[src/rtl/ssd1306_pkg.sv]
// rtl/ssd1306_pkg.sv - shared opcodes, decoder states and addressing modes for the SSD1306 front end
package ssd1306_pkg;

    localparam logic [7:0] OP_SET_MODE  = 8'h20;
    localparam logic [7:0] OP_COL_ADDR  = 8'h21;
    localparam logic [7:0] OP_PAGE_ADDR = 8'h22;
    localparam logic [7:0] OP_CONTRAST  = 8'h81;
    localparam logic [7:0] OP_ALL_OFF   = 8'hA4;
    localparam logic [7:0] OP_ALL_ON    = 8'hA5;
    localparam logic [7:0] OP_INV_OFF   = 8'hA6;
    localparam logic [7:0] OP_INV_ON    = 8'hA7;
    localparam logic [7:0] OP_DISP_OFF  = 8'hAE;
    localparam logic [7:0] OP_DISP_ON   = 8'hAF;
    localparam logic [7:0] OP_PAGE_BASE = 8'hB0;

    typedef enum logic [2:0] {
        ST_CMD,
        ST_MODE,
        ST_COL0,
        ST_COL1,
        ST_PG0,
        ST_PG1,
        ST_CONTRAST,
        ST_SKIP
    } cmdState_t;

    typedef enum logic [1:0] {
        MODE_HORIZ = 2'd0,
        MODE_VERT  = 2'd1,
        MODE_PAGE  = 2'd2
    } addrMode_t;

    // One-argument commands whose argument only affects panel analog/timing setup.
    function automatic logic isSkipOp(input logic [7:0] op);
        case (op)
            8'h8D, 8'hA8, 8'hD3, 8'hD5, 8'hD9, 8'hDA, 8'hDB: return 1'b1;
            default: return 1'b0;
        endcase
    endfunction

endpackage

[src/rtl/ssd1306_addr_gen.sv]
// rtl/ssd1306_addr_gen.sv - column/page pointers, address windows and per-mode pointer advance
module ssd1306_addr_gen
    import ssd1306_pkg::*;
#(
    parameter int COLS = 128
) (
    input  logic       oled_clk,
    input  logic       reset,
    input  logic       dataStrobe,
    input  logic [1:0] addrMode,
    input  logic       ldColLo,
    input  logic       ldColHi,
    input  logic       ldPage,
    input  logic       ldColWin,
    input  logic       ldColEnd,
    input  logic       ldPageWin,
    input  logic       ldPageEnd,
    input  logic [7:0] loadVal,
    output logic [9:0] fb_waddr
);

    logic [6:0] col, colStart, colEnd, colNext;
    logic [2:0] page, pageStart, pageEnd, pageNext;

    // Equality-only window matching: an end below start runs to the natural wrap first.
    always_comb begin
        colNext  = col;
        pageNext = page;
        case (addrMode)
            MODE_HORIZ: begin
                if (col == colEnd) begin
                    colNext  = colStart;
                    pageNext = (page == pageEnd) ? pageStart : page + 3'd1;
                end else begin
                    colNext = col + 7'd1;
                end
            end
            MODE_VERT: begin
                if (page == pageEnd) begin
                    pageNext = pageStart;
                    colNext  = (col == colEnd) ? colStart : col + 7'd1;
                end else begin
                    pageNext = page + 3'd1;
                end
            end
            default: colNext = col + 7'd1;
        endcase
    end

    always_ff @(posedge oled_clk or posedge reset) begin
        if (reset) begin
            col       <= 7'd0;
            page      <= 3'd0;
            colStart  <= 7'd0;
            colEnd    <= 7'd127;
            pageStart <= 3'd0;
            pageEnd   <= 3'd7;
        end else begin
            if (ldColLo) col[3:0] <= loadVal[3:0];
            if (ldColHi) col[6:4] <= loadVal[2:0];
            if (ldPage) page <= loadVal[2:0];
            if (ldColWin) begin
                colStart <= loadVal[6:0];
                col      <= loadVal[6:0];
            end
            if (ldColEnd) colEnd <= loadVal[6:0];
            if (ldPageWin) begin
                pageStart <= loadVal[2:0];
                page      <= loadVal[2:0];
            end
            if (ldPageEnd) pageEnd <= loadVal[2:0];
            if (dataStrobe) begin
                col  <= colNext;
                page <= pageNext;
            end
        end
    end

    assign fb_waddr = 10'(page) * 10'(COLS) + 10'(col);

endmodule

[src/rtl/ssd1306_cmd_decoder.sv]
// rtl/ssd1306_cmd_decoder.sv - SSD1306 SPI deserialiser, command FSM and framebuffer write port
module ssd1306_cmd_decoder
    import ssd1306_pkg::*;
#(
    parameter int         COLS         = 128,
    parameter int         PAGES        = 8,
    parameter logic [7:0] CONTRAST_RST = 8'h7F
) (
    input  logic       oled_clk,
    input  logic       reset,
    input  logic       oled_cs_n,
    input  logic       oled_dc,
    input  logic       oled_data,
    output logic       fb_we,
    output logic [9:0] fb_waddr,
    output logic [7:0] fb_wdata,
    output logic       invert,
    output logic       display_on,
    output logic       all_on,
    output logic [7:0] contrast,
    output logic [5:0] start_line,
    output logic [1:0] addr_mode
);

    logic [2:0] bitCnt;
    logic [6:0] shiftReg;
    logic       byteDone, dataStrobe, cmdStrobe;
    logic [7:0] byteVal;

    cmdState_t  state, nextState;
    addrMode_t  addrModeReg, addrModeNxt;
    logic       invertNxt, displayOnNxt, allOnNxt;
    logic [7:0] contrastNxt;
    logic [5:0] startLineNxt;
    logic       ldColLo, ldColHi, ldPage, ldColWin, ldColEnd, ldPageWin, ldPageEnd;

    assign byteDone   = !oled_cs_n && (bitCnt == 3'd7);
    assign byteVal    = {shiftReg, oled_data};
    assign dataStrobe = byteDone && oled_dc;
    assign cmdStrobe  = byteDone && !oled_dc;

    always_ff @(posedge oled_clk or posedge reset) begin
        if (reset) begin
            bitCnt   <= 3'd0;
            shiftReg <= 7'd0;
        end else if (oled_cs_n) begin
            bitCnt <= 3'd0;
        end else begin
            bitCnt   <= bitCnt + 3'd1;
            shiftReg <= {shiftReg[5:0], oled_data};
        end
    end

    always_ff @(posedge oled_clk or posedge reset) begin
        if (reset) begin
            state       <= ST_CMD;
            addrModeReg <= MODE_PAGE;
            invert      <= 1'b0;
            display_on  <= 1'b0;
            all_on      <= 1'b0;
            contrast    <= CONTRAST_RST;
            start_line  <= 6'd0;
        end else begin
            state       <= nextState;
            addrModeReg <= addrModeNxt;
            invert      <= invertNxt;
            display_on  <= displayOnNxt;
            all_on      <= allOnNxt;
            contrast    <= contrastNxt;
            start_line  <= startLineNxt;
        end
    end

    always_comb begin
        nextState    = state;
        addrModeNxt  = addrModeReg;
        invertNxt    = invert;
        displayOnNxt = display_on;
        allOnNxt     = all_on;
        contrastNxt  = contrast;
        startLineNxt = start_line;
        ldColLo      = 1'b0;
        ldColHi      = 1'b0;
        ldPage       = 1'b0;
        ldColWin     = 1'b0;
        ldColEnd     = 1'b0;
        ldPageWin    = 1'b0;
        ldPageEnd    = 1'b0;
        if (dataStrobe) begin
            // A data byte where an argument was expected abandons the command.
            nextState = ST_CMD;
        end else if (cmdStrobe) begin
            case (state)
                ST_CMD: begin
                    if (byteVal[7:4] == 4'h0) ldColLo = 1'b1;
                    else if (byteVal[7:4] == 4'h1) ldColHi = 1'b1;
                    else if (byteVal[7:6] == 2'b01) startLineNxt = byteVal[5:0];
                    else if (byteVal[7:3] == OP_PAGE_BASE[7:3]) ldPage = 1'b1;
                    else begin
                        case (byteVal)
                            OP_SET_MODE:  nextState = ST_MODE;
                            OP_COL_ADDR:  nextState = ST_COL0;
                            OP_PAGE_ADDR: nextState = ST_PG0;
                            OP_CONTRAST:  nextState = ST_CONTRAST;
                            OP_ALL_OFF:   allOnNxt = 1'b0;
                            OP_ALL_ON:    allOnNxt = 1'b1;
                            OP_INV_OFF:   invertNxt = 1'b0;
                            OP_INV_ON:    invertNxt = 1'b1;
                            OP_DISP_OFF:  displayOnNxt = 1'b0;
                            OP_DISP_ON:   displayOnNxt = 1'b1;
                            default:      if (isSkipOp(byteVal)) nextState = ST_SKIP;
                        endcase
                    end
                end
                ST_MODE: begin
                    addrModeNxt = (byteVal[1:0] == 2'b11) ? MODE_PAGE : addrMode_t'(byteVal[1:0]);
                    nextState   = ST_CMD;
                end
                ST_COL0: begin
                    ldColWin  = 1'b1;
                    nextState = ST_COL1;
                end
                ST_COL1: begin
                    ldColEnd  = 1'b1;
                    nextState = ST_CMD;
                end
                ST_PG0: begin
                    ldPageWin = 1'b1;
                    nextState = ST_PG1;
                end
                ST_PG1: begin
                    ldPageEnd = 1'b1;
                    nextState = ST_CMD;
                end
                ST_CONTRAST: begin
                    contrastNxt = byteVal;
                    nextState   = ST_CMD;
                end
                default: nextState = ST_CMD;
            endcase
        end
    end

    ssd1306_addr_gen #(
        .COLS(COLS)
    ) addrGen (
        .oled_clk  (oled_clk),
        .reset     (reset),
        .dataStrobe(dataStrobe),
        .addrMode  (addrModeReg),
        .ldColLo   (ldColLo),
        .ldColHi   (ldColHi),
        .ldPage    (ldPage),
        .ldColWin  (ldColWin),
        .ldColEnd  (ldColEnd),
        .ldPageWin (ldPageWin),
        .ldPageEnd (ldPageEnd),
        .loadVal   (byteVal),
        .fb_waddr  (fb_waddr)
    );

    assign fb_we     = dataStrobe;
    assign fb_wdata  = byteVal;
    assign addr_mode = addrModeReg;

endmodule

[config.mk]
export PLATFORM = sky130hd
export DESIGN_NAME = ssd1306_cmd_decoder
export DESIGN_NICKNAME = d
export VERILOG_FILES = /design/src/rtl/ssd1306_pkg.sv /design/src/rtl/ssd1306_addr_gen.sv /design/src/rtl/ssd1306_cmd_decoder.sv
export SDC_FILE = /design/constraint.sdc
export NUM_CORES = 1
export LEC_CHECK = 0
export CORE_ASPECT_RATIO = 1.1
export CORE_UTILIZATION = 55
export CTS_CLUSTER_SIZE = 25
export DETAILED_ROUTE_END_ITERATION = 8
export GPL_TIMING_DRIVEN = 0
export PLACE_DENSITY = 0.8
export SYNTH_ARGS = -nofsm -noshare
export SYNTH_HDL_FRONTEND = slang
export SYNTH_SLANG_ARGS = --single-unit
[constraint.sdc]
create_clock -name oled_clk -period 5.1 [get_ports oled_clk]
set_clock_uncertainty 0.1 [all_clocks]
set_input_delay 1.53 -clock oled_clk [delete_from_list [all_inputs] [get_ports oled_clk]]
set_output_delay 1.53 -clock oled_clk [all_outputs]
set_load 0.01 [all_outputs]
### After elaboration in Yosys (flattened, before gate mapping)

Index checks and enable logic that the tools add are counted.

| operators by class | value |
|---|---|
| $add $sub $neg | 4 |
| eq/ne operators | 40 |
| muxes and demuxes | 64 |
| bitwise gates (word level) | 5 |
| reductions and logical operators | 28 |

Operator list:

| cell | number |
|---|---|
| equality test 8 bit, second input constant | 14 |
| two-way mux 3 bit | 14 |
| two-way mux 1 bit | 37 |
| two-way mux 7 bit | 4 |
| equality test 8 x 6 -> 1 bit, second input constant | 3 |
| AND reduction 8 bit | 3 |
| != test 3 bit, second input constant | 5 |
| case mux 3 bit (5 select lines) | 1 |
| case mux 7 bit (2 select lines) | 1 |
| equality test 3 bit, second input constant | 4 |
| adder 10 x 7 -> 10 bit | 1 |
| OR reduction 10 bit | 1 |
| case mux 3 bit (3 select lines) | 1 |
| AND reduction 3 bit | 3 |
| nonzero test 3 bit | 3 |
| nonzero test 2 bit | 4 |
| adder 7 x 1 -> 7 bit, second input constant | 1 |
| equality test 7 bit | 1 |
| != test 7 x 3 -> 1 bit, second input constant | 1 |
| AND reduction 7 bit | 1 |
| OR reduction 7 bit | 1 |
| adder 3 x 1 -> 3 bit, second input constant | 2 |
| equality test 3 x 2 -> 1 bit, second input constant | 2 |
| != test 3 x 2 -> 1 bit, second input constant | 2 |
| other kinds (20) | 31 |

| word-level totals | value |
|---|---|
| bits in registers | 62 |
| bits of input ports | 5 |
| output and inout port bits | 38 |
| word-level logic and storage cells | 157 |

### Logic depth before layout (Yosys ltp)

Gate-level depths: netlist (run 1).

| logic depth | value |
|---|---|
| depth in word-level cells | 20 |
| depth in mapped cells | 8 |
| depth with buffers taken out | 8 |

### Hierarchy

From an unflattened synthesis (run 1), not the netlist that was laid out.

| unflattened totals | value |
|---|---|
| cell total of the unflattened synthesis | 284 |
| area, all modules | 3225.6 um2 |

Modules (own cells, without submodules):

| module | times used | cells an instance | area an instance (um2) | seq. area each (um2) |
|---|---|---|---|---|
| ssd1306_addr_gen | 1 | 145 | 1636.6 | 763.2 |
| ssd1306_cmd_decoder | 1 | 139 | 1589.0 | 810.8 |

### Worst setup path before layout (run 1)

OpenSTA, ideal clock, no wires.

| timing path | value |
|---|---|
| path kind | input -> output |
| start point | input port oled_cs_n |
| end point | output port fb_we |
| data arrival time | 2.143 ns |
| required time | 3.470 ns |
| path slack | 1.327 ns |
| cell stages on the path | 3 |
| path buffers | 1 |
| cells stage by stage | nand3b_1 inv_2 clkbuf_1 |

| between the ends | value |
|---|---|
| cells in the longest elaborated chain, start to end | 3 |

RTL lines:

| element | line | text |
|---|---|---|
| start, declared | ssd1306_cmd_decoder.sv:11 | `input logic oled_cs_n,` |
| zero test 1 bit | ssd1306_cmd_decoder.sv:37 | `assign byteDone = !oled_cs_n && (bitCnt == 3'd7);` |
| logical AND 1 bit | ssd1306_cmd_decoder.sv:37 |  |
| logical AND 1 bit | ssd1306_cmd_decoder.sv:39 | `assign dataStrobe = byteDone && oled_dc;` |
| end, declared | ssd1306_cmd_decoder.sv:14 | `output logic fb_we,` |

Every way passes these cells.

### Final worst setup path (run 1)

Same ends and word-level chain as after synthesis.

==> results.cfg, run 1 <==
[outcome]
status = finished clean

[layout]
area_growth_pct = 22.4
layout_common_cells = 44 x dfrtp_1, 42 x clkdlybuf4s50_1, 31 x mux2_2
nNetsFinal = 353
layout_commonest_cell = dfrtp_1
drive_gt1_frac = 0.223
utilization = 0.694
antenna_cells = 0

[drt]
wl_per_cell_um = 17.0
wl_mm = 7.26
dr_total_vias = 2467
viasPerCell = 5.79
drc = 0
ant_nets = 0
drtPass1Iterations = 4
drt_iter0_drc = 252

[yosys]
synthCells = 291
synthSimpleGateAreaFrac = 0.144
synth_top_family_by_area = multiplexers
synth-xor-area-share = 0.0428
syn-cell-area_mm2 = 0.00327
synth-main-ff-cell = dfrtp_1
synth_fa_ha_area_frac = 0.0153
synth.distinct_cells = 53
synth-edff-count = 0
synth-seq-cells = 62
ys_seq_area_frac = 0.481
synth_compound_area_frac = 0.0971
synth.net_count = 300
synth_async_sr_flop_share = 1.00
synth.avg_cell_area_um2 = 11.2
ys_warn_count = 0
muxShareOfSynthArea = 0.186

[timing]
setup_tns_ns = 0
max_freq_mhz = 208
setup_ws_ns = 0.288
max_slew_margin = 0.611
maxSlewViolCount = 0
timing.final.crit_period_ns = 4.81
setup_viol = 0
period_share = 0.944
hold_violations = 0
rsz0062_at_grt = no
worst_slew_pin_slew_ns = 0.582

[floorplan]
start_util = 0.567
die_w_um = 75.6
die_y_um = 82.9
io_pins = 43
fp-row-count = 29
die-area_mm2 = 0.00626
core_area_mm2 = 0.00577

[global_routing]
overflow = 0
first_global_vias = 2418
grt.total_usage = 0.263
grt_max_degree = 36
antenna_found_initial = 0
grt_pass1_wl_mm = 12.2

[placed_design]
io_buffers = 42
pre_cts_ws_ns = -0.0265
place.gp.congestion = 0.881
dp_hpwl_mm = 5.12

[clock_tree]
cts_tree = built
clock_path_buffers = 2
clk_pin_slew_worst_paths_ns = 0.07
cts-hold-fix-buffers = 0
htree_levels = 3
clock_latency_ns = 0.34
numClockSinks = 62
cts_root_buf = clkbuf_8
post-cts-setup-buffer-count = 0
cts_resized = 0
numCtsBuffers = 9

[power_and_ir_drop]
p_leak_nw = 1.78
vdd_drop_max_uv = 219
power_density_mw_per_mm2 = 299
p_int_uw = 847
switchingPower_uw = 352
pwr-share-comb = 0.188
p_seq_frac = 0.456
p_clk_frac = 0.356
sw_frac_of_total = 0.294

[setup_path]
cp_max_fo = 17
ff2ff_path_depth = 8
required_ns = 3.47
cp.arrival_ns = 3.18
end_kind = primary output
critPathLaunchType = input pin
critPathKind = in -> out

[worst_hold_path]
whs_path_depth = 1
hp-class = reg -> reg

[run]
maxCapViolCount = 0
[worst max-delay path: stages]
cell             delay [ns]
clkdlybuf4s50_1        0.50
nand3b_1               0.29
inv_2                  0.28
clkdlybuf4s50_1        0.59
[path summary, 6_finish.rpt]
| check | start | end | slack [ns] |
|---|---|---|---|
| max in group asynchronous | reset | addrGen.pageEnd[1] | 2.78 |
| hold / removal | bitCnt[0] | bitCnt[0] | 0.33 |
| setup reg to reg | bitCnt[0] | addrGen.col[1] | 2.71 |
| hold reg to reg | bitCnt[0] | bitCnt[0] | 0.33 |
| setup / recovery | oled_cs_n | fb_we | 0.29 |
| min in group asynchronous | reset | start_line[5] | 1.47 |
[sequential cells by signal, indices dropped and copies added (netlist names)]
register           count
contrast               8
addrGen.pageStart      3
display_on             1
addr_mode              2
shiftReg               7
addrGen.colEnd         7
bitCnt                 3
start_line             6
invert                 1
all_on                 1
addrGen.col            7
state                  3
addrGen.page           3
addrGen.colStart       7
addrGen.pageEnd        3
[per-layer routing]
| metal | vias to the layer above | wire length, um | GRT usage |
|---|---|---|---|
| met5 | - | 0 | 0 |
| met3 | 17 | 403 | 0.0631 |
| li1 | 1157 | - | - |
| met1 | 1219 | 3270 | 0.361 |
| met4 | 0 | 161 | 0.109 |
| met2 | 74 | 3430 | 0.397 |
[through the flow]
| stage | cell area [um^2] | hold WS, ns | total power, mW | std cells |
|---|---|---|---|---|
| 2_1_floorplan | 3270 | 0.303 | 0.683 | 291 |
| 3_3_place_gp | 3790 | 0.316 | 0.775 | 410 |
| 3_5_place_dp | 3810 | 0.321 | 0.781 | 411 |
| 4_1_cts | 4010 | 0.331 | 1.21 | 426 |
| 5_1_grt | 4010 | 0.359 | 1.25 | 426 |
| 6_report | 4010 | 0.330 | 1.20 | 426 |
[power by group through the flow]
stage          clock network [mW]  logic, mW  registers, mW
6_report                    0.426      0.226          0.547
5_1_grt                     0.457      0.245          0.551
4_1_cts                     0.432      0.227          0.546
3_5_place_dp                    0      0.226          0.555
3_3_place_gp                    0      0.220          0.555
2_1_floorplan                   0      0.126          0.558
[kinds of logic (layout without fill, tap and decap cells)]
family | count (synthesis) | count (layout)
and+or+nand+nor | 85 | 85
DFF | 62 | 62
muxes | 55 | 55
AOI/OAI and AO/OA | 44 | 44
buffers and inverters | 25 | 83
xor gates and xnor gates | 16 | 16
adders and majority gates | 4 | 4
[cell usage after synthesis (all sizes together), types with 3 or more instances]
master   n  area share
o211ai   7       0.016
mux2    47        0.16
a21oi    5      0.0076
dfstp   18        0.14
o21ai   12       0.018
nand2b   3      0.0057
and2     4      0.0076
nor2b    5      0.0096
mux2i    8       0.024
inv      5      0.0057
nor3     5      0.0076
ha       4       0.015
nor4     3      0.0057
nand2   19       0.022
a22oi    3      0.0084
xor2     7       0.019
xnor2    9       0.024
clkbuf  14       0.016
buf      6       0.011
a211oi   3      0.0069
nor2    17       0.019
nand4    5      0.0096
nand3    8       0.012
dfrtp   44        0.34
[area by class of cell]
| class | count | area, um^2 |
|---|---|---|
| Tap cell | 77 | 96.3 |
| Clock buffer | 12 | 176 |
| Sequential cell | 62 | 1570 |
| Inverter | 5 | 18.8 |
| Buffer | 19 | 86.3 |
| Multi-Input combinational cell | 204 | 1590 |
| Clock inverter | 4 | 23.8 |
| Timing Repair Buffer | 43 | 440 |
| Fill cell | 420 | 1760 |
No activity file was read; power rests on OpenSTA's default activity.
==> run 2: changes to the inputs <==
--- a/config.mk
+++ b/config.mk
@@ -7,6 +7,7 @@
 export LEC_CHECK = 0
 export CORE_ASPECT_RATIO = 1.1
 export CORE_UTILIZATION = 55
+export CTS_CLUSTER_DIAMETER = 120
 export CTS_CLUSTER_SIZE = 25
 export DETAILED_ROUTE_END_ITERATION = 8
 export GPL_TIMING_DRIVEN = 0
==> results of run 2 <==
No change in the layout: final DEF, timing and power equal those of run 1.
==> run 3: changes to the inputs <==
--- a/config.mk
+++ b/config.mk
@@ -12,6 +12,7 @@
 export DETAILED_ROUTE_END_ITERATION = 8
 export GPL_TIMING_DRIVEN = 0
 export PLACE_DENSITY = 0.8
+export SLEW_MARGIN = 20
 export SYNTH_ARGS = -nofsm -noshare
 export SYNTH_HDL_FRONTEND = slang
 export SYNTH_SLANG_ARGS = --single-unit
==> results.cfg, run 3 (synthesized netlist as in run 1, its figures left out) <==
[layout]
fin_cells = 426
nFillCells = 419
largest_register = contrast
nNetsFinal = 353
layout_commonest_cell = dfrtp_1
layout_common_cells = 44 x dfrtp_1, 42 x clkdlybuf4s50_1, 31 x mux2_2
area_growth_pct = 22.5
regArea_mm2 = 0.00157
multiInputGateArea_mm2 = 0.00159
largest_reg_flops = 8
antenna_cells = 0
utilization = 0.695
final_area_mm2 = 0.00401
drive_gt1_frac = 0.223

[power_and_ir_drop]
switchingPower_uw = 353
p_int_uw = 847
p_clk_frac = 0.355
p_seq_frac = 0.456
sw_frac_of_total = 0.294
pwr-share-comb = 0.189
p_leak_nw = 1.78
power_density_mw_per_mm2 = 299
vdd_drop_max_uv = 235
total_power_mw = 1.20

[setup_path]
cp.arrival_ns = 3.18
path_delay_family = buffers and inverters
max_stage_delay_ns = 0.60
cp_common_cell = clkdlybuf4s50_1
required_ns = 3.47
path_cells = clkdlybuf4s50_1, nand3b_1, inv_2, clkdlybuf4s50_1
cp_num_buf_inv = 3
critPathSlowestCell = clkdlybuf4s50_1
cp_max_fo = 17
critPathKind = in -> out
end_kind = primary output
critPathLaunchType = input pin

[floorplan]
core_area_mm2 = 0.00577
start_util = 0.567
fp-row-count = 29
die_y_um = 82.9
die_w_um = 75.6
die-area_mm2 = 0.00626
io_pins = 43

[drt]
drt_iter0_drc = 246
viasPerCell = 5.80
drtPass1Iterations = 4
dr_total_vias = 2472
wl_mm = 7.24
ant_nets = 0
wl_per_cell_um = 17.0
drc = 0

[placed_design]
place_area_mm2 = 0.00381
place.gp.congestion = 0.881
io_buffers = 42
dp_cells = 411
dp_hpwl_mm = 5.12
pre_cts_ws_ns = -0.00764

[global_routing]
grt_max_degree = 36
grt.total_usage = 0.261
grt_pass1_wl_mm = 12.1
antenna_found_initial = 0
first_global_vias = 2417
overflow = 0

[timing]
max_slew_margin = 0.618
period_share = 0.943
hold_violations = 0
setup_viol = 0
worst_slew_pin_slew_ns = 0.568
whs_ns = 0.330
timing.final.crit_period_ns = 4.81
setup_ws_ns = 0.291
max_freq_mhz = 208
maxSlewViolCount = 0
setup_tns_ns = 0
rsz0062_at_grt = no

[clock_tree]
cts_root_buf = clkbuf_8
cts_resized = 0
clock_path_buffers = 2
cts_tree = built
numCtsBuffers = 9
htree_levels = 3
clock_latency_ns = 0.34
clk_pin_slew_worst_paths_ns = 0.07
numClockSinks = 62

[run]
maxCapViolCount = 0

[outcome]
status = finished clean

[worst_hold_path]
hp-class = reg -> reg
==> run 3: area by class of cell <==
| type | instances | share of cell area |
|---|---|---|
| buffer | 19 | 0.0215 |
| clock buffer | 12 | 0.0440 |
| clock inverter | 4 | 0.00593 |
| inverter | 5 | 0.00531 |
| multi-input combinational | 204 | 0.397 |
| sequential | 62 | 0.393 |
| tap | 77 | 0.0240 |
| timing repair buffer | 43 | 0.110 |
==> run 3: routing by layer <==
| layer | share of wire | vias up | GRT usage |
|---|---|---|---|
| met5 | 0 | - | 0 |
| met1 | 0.45 | 1221 | 0.365 |
| met3 | 0.053 | 16 | 0.0595 |
| li1 | - | 1160 | - |
| met2 | 0.48 | 75 | 0.388 |
| met4 | 0.016 | 0 | 0.108 |
==> run 3: timing repair <==
item | 4_1_cts | 5_1_grt
buffers inserted | 0 | 0
hold buffers | 0 | 0
setup endpoints to repair | 1 | 0
==> run 3: power groups by stage <==
stage,logic (mW),registers (mW),clock network (mW)
6_report,0.227,0.548,0.426
5_1_grt,0.247,0.551,0.459
4_1_cts,0.228,0.546,0.434
3_5_place_dp,0.226,0.555,0
3_3_place_gp,0.220,0.555,0
2_1_floorplan,0.126,0.558,0
==> run 3: worst reg2reg max path, delay by kind of cell (launching register included) <==
kind                     cells  cell delay [ns]
adder cells (fa/ha/maj)      2             0.36
AND/OR/NAND/NOR              1             0.28
buffers and inverters        1             0.26
flip-flops                   1             0.35
AO/OA/AOI/OAI                4             0.93
==> run 3: final timing paths <==
| check | start | end | slack [ns] | cells past startpoint |
|---|---|---|---|---|
| min | bitCnt[0] | bitCnt[0] | 0.33 | 1 |
| max reg2reg | bitCnt[0] | addrGen.col[1] | 2.73 | 8 |
| min in group asynchronous | reset | start_line[5] | 1.41 | 2 |
| min reg2reg | bitCnt[0] | bitCnt[0] | 0.33 | 1 |
| max | oled_cs_n | fb_we | 0.29 | 4 |
| max in group asynchronous | reset | addrGen.pageEnd[1] | 2.93 | 3 |
